$ cat src/rtl/mips_harvard_mem_checker_seq.sv
// Expected-value generator: arithmetic sequence plus word index.
// load restarts the sequence, step advances both value and index.
module mips_seq_gen #(
  parameter logic [31:0] SEQ_START = 32'h12345678,
  parameter logic [31:0] SEQ_STEP  = 32'hdcba1234,
  parameter int          NUM_WORDS = 14
) (
  input  logic        clk,
  input  logic        reset,
  input  logic        load_i,
  input  logic        step_i,
  output logic [31:0] expected_o,
  output logic [7:0]  index_o,
  output logic        last_o
);

  logic [31:0] expected_q, expected_d;
  logic [7:0]  index_q, index_d;

  // next expected value and index
  always_comb begin
    expected_d = expected_q;
    index_d    = index_q;
    if (load_i) begin
      expected_d = SEQ_START;
      index_d    = 8'd0;
    end else if (step_i) begin
      expected_d = expected_q + SEQ_STEP;
      index_d    = index_q + 8'd1;
    end else begin
      expected_d = expected_q;
      index_d    = index_q;
    end
  end

  // sequence registers
  always_ff @(posedge clk) begin
    if (reset) begin
      expected_q <= SEQ_START;
      index_q    <= 8'd0;
    end else begin
      expected_q <= expected_d;
      index_q    <= index_d;
    end
  end

  assign expected_o = expected_q;
  assign index_o    = index_q;
  assign last_o     = (index_q == 8'(NUM_WORDS - 1));

endmodule

$ cat config.mk
export PLATFORM = sky130hd
export DESIGN_NAME = mips_seq_gen
export DESIGN_NICKNAME = d
export VERILOG_FILES = /design/src/rtl/mips_harvard_mem_checker_seq.sv
export SDC_FILE = /design/constraint.sdc
export NUM_CORES = 1
export LEC_CHECK = 0
export ABC_AREA = 1
export CAP_MARGIN = 30
export CELL_PAD_IN_SITES_DETAIL_PLACEMENT = 1
export CELL_PAD_IN_SITES_GLOBAL_PLACEMENT = 2
export CORE_MARGIN = 1.5
export CORE_UTILIZATION = 29
export CTS_CLUSTER_SIZE = 30
export DETAILED_ROUTE_END_ITERATION = 7
export PLACE_DENSITY_LB_ADDON = 0.1
export SETUP_SLACK_MARGIN = 0.05
export SLEW_MARGIN = 40
export SYNTH_ARGS = -nofsm -noshare
export SYNTH_HDL_FRONTEND = slang
export SYNTH_SLANG_ARGS = --single-unit
export TNS_END_PERCENT = 20
$ cat constraint.sdc
create_clock -name clk -period 3.65 [get_ports clk]
set_input_delay 0.73 -clock clk [delete_from_list [all_inputs] [get_ports clk]]
set_output_delay 0.73 -clock clk [all_outputs]
set_load 0.005 [all_outputs]
## After elaboration in Yosys (flattened, before gate mapping)

Index checks and enable logic that the tools add are counted.

- Register bits: 40
- Bits of input ports: 4
- Word-level logic and storage cells: 6

- Add/subtract/negate cells: 2
- Eq/ne operators: 1
- Reductions and logical operators: 1

Operators with widths:

| operator | number |
|---|---|
| 32-bit adder, second input constant | 1 |
| 8-bit by 1-bit adder with 8-bit output, second input constant | 1 |
| 8-bit by 4-bit equality test with 1-bit output, second input constant | 1 |
| 2-bit OR reduction | 1 |

## Longest topological paths before layout

- Depth after elaboration: 1
- Gate-level depth with buffers: 11
- Gate-level depth less buffers: 11

## Worst setup path before layout

No wires, ideal clock.

- Path type: register to output
- Start point: reg index_q[0], in the netlist index_o[0]
- End point: out last_o
- Arrival time: 0.839 ns
- Data required time: 2.920 ns
- Setup slack: 2.081 ns
- Stages on the path, launching flop included: 4
- Cell sequence: dfxtp_1 > ha_1 > nand3_1 > nor4_1

- Cells in the longest elaborated chain, start to end: 1

RTL lines:

| item | RTL line | text |
|---|---|---|
| start: declaration | 18 | `logic [7:0] index_q, index_d;` |
| start signal: assignment | 43 | `index_q <= index_d;` |
| 8-bit by 4-bit equality test with 1-bit output | 49 | `assign last_o = (index_q == 8'(NUM_WORDS - 1));` |
| end: declaration | 14 | `output logic last_o` |

No other way between the ends.

## Worst setup path in the final report

Same ends and word-level chain as after synthesis.

==> results.txt <==
----------------------------------------------------
[Run status]
  Outcome ... finished clean

[Finish]
  Final std cell area, no fill ... 3095 um2
  Area growth, synth to finish ... 25.90%
  Share of layout cells above drive strength 1 ... 9.620%
  Post-layout util ... 37.67%
  Inserted Diodes ... 0
  Nets ... 453

[Setup path]
  Crit. Startpoint ... index_o[0]$_SDFFE_PP0P_
  Kind of launch point of the worst setup path ... flip-flop
  Maximum single-stage delay on the critical path ... 0.55 ns
  Slowest library cell on the worst path ... clkdlybuf4s50_1
  Cell-by-cell trace of the critical path ... ha_1, nand3_1, nor4_1, clkdlybuf4s50_1
  Startpoint of the lowest-slack register-to-register path ... expected_o[2]$_SDFFE_PP0P_
  Worst endpoint required time ... 2.92 ns
  Crit-path leading delay family ... buffers and inverters
  Data arrival time of the critical path ... 1.75 ns
  R2r endpoint ... expected_o[24]$_SDFFE_PP0P_
  Sort of element at the end of the critical path ... primary output
  Logic depth of the worst register-to-register path ... 8
  End point of the critical path ... last_o
  Critical path class ... flip-flop to primary output
  Worst path bufs/invs ... 1
  R2R Setup Slk ... 2.07 ns
  Count of cell instances traversed by the critical path ... 4
  Crit path max fanout ... 6

[Place]
  Worst slack at placement ... 1.308 ns
  Dpl cell area ... 2982 um2
  Port Buffers ... 42
  RePlAce Congestion ... 0.7882
  Detailed Place HPWL ... 6210 um

[Floorplan]
  I/O pin count ... 45
  Floorplan die height ... 95.08 um
  Die W ... 95.08 um
  Num rows ... 33
  Starting Density ... 29.92%
  Die Footprint ... 9039 um2
  Core Area ... 8217 um2

[CTS]
  Number of hold-repair buffers added at the cts stage ... 0
  CTS root buf ... clkbuf_8
  Number of levels the H-tree was split into ... 2
  Number of buffers created by CTS ... 5
  Gates resized, CTS repair ... 0
  Insertion delay to the later sink of the worst-skew pair ... 0.31 ns
  Clock tree from TritonCTS ... done
  CTS max path bufs ... 2
  CTS clk-pin slew, worst paths ... 0.09 ns
  Count of buffers added by post-CTS timing repair for setup ... 0
  Sink count of the clock tree ... 38

[Logic synthesis]
  Number of enable flip-flop cells after synthesis ... 0
  Leading register cell type out of synthesis ... dfxtp_1
  Number of cells produced by synthesis ... 402
  Most numerous cell in the Yosys netlist ... nand2_1
  Synthesized area per cell ... 6.116 um2
  Area share of the largest cell type after synthesis ... 30.94%
  Area of the mapped netlist ... 2459 um2
  Library cell with the largest summed area after synthesis ... dfxtp_1
  Seq/Total Area, Yosys ... 30.94%
  Proportion of register bits with asynchronous set or reset after synthesis ... 0%
  Cell types occupying the most area after synthesis ... dfxtp_1 31%, nand2_1 16%, nand3_1 8.8%
  Most numerous cell types in the synthesized netlist ... 104 x nand2_1, 55 x nor2_1, 48 x inv_1, 43 x nand3_1, 38 x dfxtp_1
  Cell variety after synth ... 35
  Synthesis warning total ... 0
  Number of synthesized register bits ... 38

[Power]
  Worst IR drop on VDD ... 0.1238 mV
  Leakage dissipation ... 1.304 nW
  Ratio of total power to cell area ... 314.6 nW/um2

[Detailed routing]
  Final Routed Wirelength ... 7941 um
  DRC errors left ... 0
  Post-route antenna net violation count ... 0
  WL per Instance ... 14.39 um
  Drt via density ... 4.799
  Number of iterations in the first detailed-routing pass ... 4
  Count of routing violations after the opening detailed-route iteration ... 84
  Total number of vias ... 2649

[Global route]
  Overall Global Routing Usage ... 18.97%
  Maximum number of pins on one net before global-route repair ... 32
  First-pass GRT wire length ... 13000 um
  Final global-route overflow total ... 0
  Via count of the first global-routing pass ... 2651
  Initial antenna violation count ... 0

[Worst hold path]
  Worst Hold Class ... flip-flop to flip-flop
  HP Start ... expected_o[3]$_SDFFE_PP1P_

[STA]
  Setup repair after global routing missed its margin ... false
  Smallest hold slack ... 0.5065 ns
  Total negative slack ... 0 ns
  Final setup skew ... 0.009086 ns
  Max Clock Freq ... 404.0 MHz
  Final hold violation count ... 0
  Pins over their slew limit ... 0
  Worst path setup slack after routing ... 1.175 ns
  Final critical delay including setup and external delays ... 2.475 ns
  Finish-stage setup viols ... 0
  Part of the cycle the worst path needs ... 67.82%

[Job]
  Max capacitance violation total ... 0

----------------------------------------------------
## registers in the layout (all words and copies together) (netlist names)
name        cells
index_o         8
expected_o     30
## per-layer routing
metal	GRT usage (%)	vias to the layer above	part of all wire, %
li1	-	1373	-
met1	25.81	1238	52
met2	30.67	31	44
met3	3.987	7	2.9
met4	4.104	0	0.89
met5	0	-	0
## area by class of cell
cell class,count,area [um2]
clock buffer,5,68.82
sequential,38,760.7
fill,1090,5121
inverter,54,202.7
multi-input combinational,301,1436
tap,105,131.4
clock inverter,3,45.04
timing repair buffer,46,450.4
## kinds of logic (layout without fill, tap and decap cells)
logic type	count (synthesis)	after routing	share of synthesized area (%)
DFF	38	38	30.94
adders and majority gates	3	3	1.527
xor gates and xnor gates	1	1	0.3563
other	1	2	0.1525
AOI/OAI and AO/OA	52	52	11.50
buffers and inverters	64	108	10.89
and+or+nand+nor	243	243	44.63
## worst min-delay path: stages (launching register included)
cell	delay, ns
dfxtp_1	0.34
nand2_1	0.07
nand3_1	0.05
## stage by stage
stage / power, mW / cells
2_1_floorplan: 0.5418 / 403
3_3_place_gp: 0.5978 / 544
3_5_place_dp: 0.6002 / 544
4_1_cts: 0.9918 / 552
5_1_grt: 1.030 / 552
6_report: 0.9739 / 552
## worst min path at each step
stage / to / cells past startpoint
2_1_floorplan: expected_o[28]$_SDFFE_PP1P_ / 2
3_3_place_gp: expected_o[3]$_SDFFE_PP1P_ / 2
3_5_place_dp: expected_o[3]$_SDFFE_PP1P_ / 2
4_1_cts: expected_o[3]$_SDFFE_PP1P_ / 2
5_1_grt: expected_o[28]$_SDFFE_PP1P_ / 2
6_report: expected_o[3]$_SDFFE_PP1P_ / 2
## cell usage in the layout (no fill, tap or decap), types with 2 or more instances in the layout
master           synthesis  layout
a21boi_0                 2       2
a21oi_1                 26      26
buf_4                    4       4
clkbuf_8                 1       5
clkdlybuf4s50_1          0      42
clkinvlp_4               0       2
conb_1                   1       2
dfxtp_1                 38      38
ha_1                     3       3
inv_1                   48      48
inv_2                    6       6
nand2_1                104     104
nand2_2                  7       7
nand3_1                 43      43
nand3_2                  2       2
nand4_1                 10      10
nor2_1                  55      54
nor2_2                   8       9
nor2_4                   2       2
nor3_1                   5       5
o211ai_1                 2       2
o21ai_0                 15      15
o21ai_1                  3       3
## power breakdown
part,internal [mW],total [mW],switching (mW)
sequential,0.429,0.451,0.0220
combinational,0.0588,0.138,0.0796
clock,0.204,0.385,0.181
total,0.691,0.974,0.283
No activity file was read; power rests on OpenSTA's default activity.
